<file path="config.mk">
export PLATFORM = sky130hd
export DESIGN_NAME = reg_file_param
export DESIGN_NICKNAME = d
export VERILOG_FILES = /design/src/rtl/reg_file_param.sv
export SDC_FILE = /design/constraint.sdc
export NUM_CORES = 2
export LEC_CHECK = 0
export ABC_CLOCK_PERIOD_IN_PS = 5000
export BUFFER_PORTS_ARGS = -buffer_cell sky130_fd_sc_hd__buf_2
export CAP_MARGIN = 20
export CORE_ASPECT_RATIO = 2
export CORE_UTILIZATION = 47
export DETAILED_ROUTE_END_ITERATION = 10
export PLACE_DENSITY = 0.59
export SKIP_CTS_REPAIR_TIMING = 1
export SLEW_MARGIN = 25
export SYNTH_ARGS = -nofsm -noshare
export SYNTH_HDL_FRONTEND = slang
export SYNTH_SLANG_ARGS = --single-unit
</file>
<file path="constraint.sdc">
create_clock -name i_clk -period 5 [get_ports i_clk]
set_input_delay 1 -clock i_clk [delete_from_list [all_inputs] [get_ports i_clk]]
set_output_delay 1 -clock i_clk [all_outputs]
set_load 0.02 [all_outputs]
</file>
<file path="src/rtl/reg_file_param.sv">
// reg_file_param: DEPTH x WIDTH register file with one write port, two registered read ports,
// an optional hardwired zero entry and a runtime bulk-clear sequencer. Macro: REGFILE_BYPASS_EN.
module reg_file_param #(
    parameter int WIDTH    = 32,
    parameter int DEPTH    = 32,
    parameter int AW       = 5,
    parameter int ZERO_REG = 1
) (
    input  logic             i_clk,
    input  logic             i_rst,
    input  logic             i_we,
    input  logic [AW-1:0]    i_waddr,
    input  logic [WIDTH-1:0] i_wdata,
    input  logic             i_ra_en,
    input  logic [AW-1:0]    i_ra_addr,
    output logic [WIDTH-1:0] o_ra_data,
    input  logic             i_rb_en,
    input  logic [AW-1:0]    i_rb_addr,
    output logic [WIDTH-1:0] o_rb_data,
    input  logic             i_clr_req,
    output logic             o_busy
);
    // Handshake: i_clr_req is a one-cycle request honoured only in IDLE; o_busy is high
    // from the edge that accepts it until the edge that clears the last entry.
    typedef enum logic {S_IDLE = 1'b0, S_CLEAR = 1'b1} state_t;

    localparam logic [AW:0]   DEPTH_W  = (AW+1)'(DEPTH);
    localparam logic [AW-1:0] LAST_IDX = AW'(DEPTH - 1);
    localparam bit            ZR       = (ZERO_REG != 0);

    state_t           r_state;
    state_t           w_next_state;
    logic [AW-1:0]    r_cnt;
    logic             r_busy;
    logic [WIDTH-1:0] r_mem [DEPTH];
    logic [WIDTH-1:0] r_ra_data;
    logic [WIDTH-1:0] r_rb_data;
    logic [WIDTH-1:0] w_ra_next;
    logic [WIDTH-1:0] w_rb_next;
    logic             w_wr_en;
    logic             w_clr_en;
    logic             w_waddr_ok;
    logic             w_ra_ok;
    logic             w_rb_ok;

    // Address 0 is neither writable nor readable when the zero register is enabled.
    assign w_waddr_ok = ({1'b0, i_waddr} < DEPTH_W) && !(ZR && (i_waddr == '0));
    assign w_ra_ok    = ({1'b0, i_ra_addr} < DEPTH_W) && !(ZR && (i_ra_addr == '0));
    assign w_rb_ok    = ({1'b0, i_rb_addr} < DEPTH_W) && !(ZR && (i_rb_addr == '0));

    always_ff @(posedge i_clk) begin
        if (i_rst) begin
            r_state <= S_IDLE;
            r_busy  <= 1'b0;
            r_cnt   <= '0;
        end else begin
            r_state <= w_next_state;
            r_busy  <= (w_next_state == S_CLEAR);
            if (w_clr_en)
                r_cnt <= (r_cnt == LAST_IDX) ? '0 : r_cnt + 1'b1;
        end
    end

    always_comb begin
        w_next_state = r_state;
        case (r_state)
            S_IDLE:  if (i_clr_req) w_next_state = S_CLEAR;
            S_CLEAR: if (r_cnt == LAST_IDX) w_next_state = S_IDLE;
            default: w_next_state = S_IDLE;
        endcase
    end

    always_comb begin
        w_clr_en = (r_state == S_CLEAR);
        w_wr_en  = (r_state == S_IDLE) && !i_clr_req && i_we && w_waddr_ok;
    end

    always_ff @(posedge i_clk) begin
        if (i_rst) begin
            for (int i = 0; i < DEPTH; i++)
                r_mem[i] <= '0;
        end else if (w_clr_en) begin
            r_mem[r_cnt] <= '0;
        end else if (w_wr_en) begin
            r_mem[i_waddr] <= i_wdata;
        end
    end

    always_comb begin
        w_ra_next = '0;
        w_rb_next = '0;
        if (w_ra_ok) begin
            w_ra_next = r_mem[i_ra_addr];
`ifdef REGFILE_BYPASS_EN
            if (w_wr_en && (i_waddr == i_ra_addr))
                w_ra_next = i_wdata;
`endif
        end
        if (w_rb_ok) begin
            w_rb_next = r_mem[i_rb_addr];
`ifdef REGFILE_BYPASS_EN
            if (w_wr_en && (i_waddr == i_rb_addr))
                w_rb_next = i_wdata;
`endif
        end
    end

    always_ff @(posedge i_clk) begin
        if (i_rst) begin
            r_ra_data <= '0;
            r_rb_data <= '0;
        end else begin
            if (i_ra_en) r_ra_data <= w_ra_next;
            if (i_rb_en) r_rb_data <= w_rb_next;
        end
    end

    assign o_ra_data = r_ra_data;
    assign o_rb_data = r_rb_data;
    assign o_busy    = r_busy;

endmodule

</file>
# Yosys cells after proc, flatten, opt, wreduce, memory -nomap -nowiden

Memory sizes are Yosys's and may differ from the RTL's.
Cells that the tools add are included.

Add/subtract/negate cells: 1
Equal/unequal tests: 1
Mux-type cells: 21
Bitwise gates (word level): 1
Reduce and logical (&&, ||, !) cells: 10

Operator list:

| operator              | number |
|---|---|
| $mux W32              | 4 |
| $reduce_or A32 Y1     | 2 |
| $logic_not A5 Y1      | 3 |
| $mux W5               | 3 |
| $mux W1               | 13 |
| $add A5 B1 Y5 const B | 1 |
| $eq A5 B5 Y1 const B  | 1 |
| $logic_and A1 B1 Y1   | 3 |
| $logic_not A1 Y1      | 2 |
| $pmux W1 S2           | 1 |
| $not A1 Y1            | 1 |

Bits in registers: 70
RAM bits: 1024
Bits of input ports: 53
Memories: 1

Memory list:

| name  | depth | bits a word | rd ports | clocked after memory_dff | write ports | line | text |
|---|---|---|---|---|---|---|---|
| r_mem | 32    | 32          | 2        | 0                        | 32          | 35   | `logic [WIDTH-1:0] r_mem [DEPTH];` |

# Logic depth before layout (Yosys ltp)

Depth after elaboration: 10
Gate-level depth with buffers: 9

# Worst setup path before layout

OpenSTA, ideal clock, no wires.

Path type: input to register
Start: in i_waddr[0]
End: mem r_mem[9][0] (enable)
Setup time: 0.428 ns
Arrival: 4.072 ns
Data required time: 4.572 ns
Slack: 0.500 ns
Cell stages on the path: 8
Buffers on the path: 4
Cell sequence: buf_4 > or4_4 > o21ai_2 > buf_6 > a31oi_4 > buf_2 > buf_4 > o21bai_1

RTL lines:

| item        | line | text |
|---|---|---|
| from (decl) | 12   | `input logic [AW-1:0] i_waddr,` |
| to (decl)   | 35   |  |

==> metrics.cfg <==
[grt]
grt_pass1_vias = 40800
grt_pass1_wl_mm = 292
overflow = 0
grt_max_degree = 85
antenna_found_initial = 7
grt.total_usage = 0.339

[hold_path]
hold_path_class = primary input to flip-flop
min_to = o_busy$_SDFF_PP0_
hold_start = i_clr_req
hold_path_depth = 3

[power]
p_leak_nw = 21.2
power.internal_mw = 15.6
seqPwrFrac = 0.501
combPwrFrac = 0.120
total_power_mw = 21.1
switchingPower_mw = 5.51
power_frac_clock = 0.380
sw_frac_of_total = 0.261
p_per_area_nw_per_um2 = 334
ir_worst_vdd_mv = 0.289

[logic_synthesis]
ys_types = 64
synth_edf_count = 1024
ys.warnings.count = 0
ys_ff_latch = 1094
netlist_instances = 4088
yosys-top-cells-count = 1024 x edfxtp_1, 888 x nor3_1, 384 x mux4_2
synth.most_common_cell = edfxtp_1
synth_ff_type = edfxtp_1
ys_seq_area_frac = 0.565
synth.area.top_cells = edfxtp_1 54%, mux4_2 15%, nor3_1 7.8%
yosysTopAreaCellShare = 0.540
async_flop_share = 0
synthesis.area_sq_um = 56900
synth_area_leader_cell = edfxtp_1
postSynthAreaPerCell_sq_um = 13.9

[cells_and_area]
synthToLayoutAreaGrowth_pct = 11.1
drive_gt1_frac = 0.244
num-fill-cells = 10200
final_cells = 5640
utilization = 0.526
nets = 4058
final_area_sq_um = 63200

[placement]
place.gp.congestion = 0.889
io_buffer_count = 117
dp_cells = 5449
dpl-instance-area_sq_um = 59900
dp_hpwl_mm = 124

[timing]
drv_slew = 0
finalCriticalPeriod_ns = 3.38
hold_violations = 0
rsz0062_at_grt = false
max_slew.worst_pin.slew_ns = 1.13
finClkSkew_ns = 0.0378
max_freq_mhz = 296
max_slew_margin = 0.243
fin_setup_tns_ns = 0
setup_viol = 0
fin_crit_sh = 0.676

[clocking]
cts.sinks = 1094
cts_buffer_depth = 3
ctsHtreeMaxLevel = 3
insertion_delay_ns = 0.74
cts.clk_slew.worst_paths_ns = 0.07
cts_buffers = 98
root_buffer = clkbuf_16
cts_tree = built

[critical_path]
r2r-start = o_busy$_SDFF_PP0_
path_cells = or4b_4 > a21oi_4 > buf_12 > o31a_2 > buf_12 > o21bai_4 > buf_4
crit_path_start_kind = flip-flop
r2r_end = r_mem[30][4]$_SDFFCE_PN0P_
crit_path_top_delay_cell = or4b_4
critical_path_buf_inv_count = 3
cp.required_ns = 5.43
path_class = flip-flop to flip-flop
worst-path-max-fanout = 65
reg2reg_slack_ns = 1.62
critical_path.max_stage_delay_ns = 0.71
reg2reg_depth = 7
crit_family = buffers and inverters
cpMostUsedCell = buf_12
end_kind = flip-flop
critPathArrivalTime_ns = 3.81

[floorplan]
coreArea_sq_um = 120000
ioPinCount = 118
die_y_microns = 494
num_rows = 180
initial_utilization = 0.473
die_width_microns = 248
dieArea_sq_um = 123000

[drt]
dr.pass1.iters = 6
route.detailed.wl_per_inst_microns = 36.6
detail-route-antenna-nets = 0
drtIter0Drc = 4416
viasPerCell = 7.07
drcViolationCount = 0
vias = 39900
routed_wirelength_mm = 207

[run_status]
status = finished, final reports clean

[run]
maxCapViolCount = 0

==> cell usage in the layout (no fill, tap or decap), drive strengths merged, types with 22 or more instances in the layout <==
cell | synthesis | routed
a221o | 43 | 43
and3 | 55 | 55
nor3 | 933 | 933
clkinv | 0 | 39
dfxtp | 70 | 70
a311o | 43 | 43
mux4 | 384 | 384
buf | 216 | 318
nor2 | 127 | 127
a21o | 43 | 43
conb | 1 | 32
o21bai | 30 | 30
edfxtp | 1024 | 1024
nand2 | 78 | 78
a21boi | 22 | 22
nor2b | 28 | 28
clkbuf | 320 | 123
a22oi | 129 | 129
mux2i | 368 | 368
==> flip-flops by register name, indices dropped and copies added, names as in the netlist <==
signal     count
o_busy         1
o_ra_data     32
o_rb_data     32
r_cnt          5
r_mem       1024
==> through the flow <==
| step | setup slack [ns] | hold slack [ns] |
|---|---|---|
| floorplan | 0.500 | 0.545 |
| global placement | 1.09 | 0.575 |
| detailed placement | 1.06 | 0.579 |
| CTS | 1.60 | 0.542 |
| global route | 1.55 | 0.578 |
| finish | 1.62 | 0.580 |
==> power groups by stage <==
stage,sequential [mW],clock (mW),combinational (mW)
final,10.6,8.02,2.53
after detailed placement,10.8,0,2.50
after global placement,10.8,0,2.48
after CTS,10.6,8.08,2.50
after floorplan,10.7,0,1.47
after global routing,10.6,8.38,2.60
==> kinds of logic after synthesis <==
family / share of synthesized area
adder cells (fa/ha/maj): 0.000440
AND/OR/NAND/NOR: 0.116
multiplexers: 0.217
AO/OA/AOI/OAI: 0.0609
other: 0.0000659
flip-flops: 0.565
buffers and inverters: 0.0415
==> layout make-up <==
type	instances	area [sq um]	area share
multi-input combinational	2482	23200	0.367
timing repair buffer	320	2600	0.0411
antenna	4	10.0	0.000158
clock buffer	121	2570	0.0406
sequential	1094	32200	0.509
inverter	7	26.3	0.000416
clock inverter	65	757	0.0120
tap	1547	1940	0.0306
==> worst register-to-register path: stages, from the launching register on <==
cell and delay (ns):
dfxtp_1 0.49, or4b_4 0.71, a21oi_4 0.56, buf_12 0.34, o31a_2 0.25, buf_12 0.36, o21bai_4 0.10, buf_4 0.27
==> layer usage <==
layer,vias up,global-route usage,part of all wire
li1,16200,-,-
met1,20800,0.403,0.35
met2,2291,0.574,0.50
met3,614,0.0603,0.082
met4,4,0.197,0.064
met5,-,0,0.00011
==> worst max path at each step <==
| stage | from | endpoint | slack [ns] | cells past startpoint |
|---|---|---|---|---|
| after floorplan | i_waddr[0] | r_mem[9][0]$_SDFFCE_PN0P_ | 0.50 | 8 |
| after global placement | i_rst | r_mem[30][10]$_SDFFCE_PN0P_ | 1.09 | 8 |
| after detailed placement | i_rst | r_mem[30][10]$_SDFFCE_PN0P_ | 1.06 | 8 |
| after CTS | o_busy$_SDFF_PP0_ | r_mem[30][4]$_SDFFCE_PN0P_ | 1.60 | 7 |
| after global routing | o_busy$_SDFF_PP0_ | r_mem[30][4]$_SDFFCE_PN0P_ | 1.55 | 7 |
| final | o_busy$_SDFF_PP0_ | r_mem[30][4]$_SDFFCE_PN0P_ | 1.62 | 7 |
(Power assumes the default switching activity.)
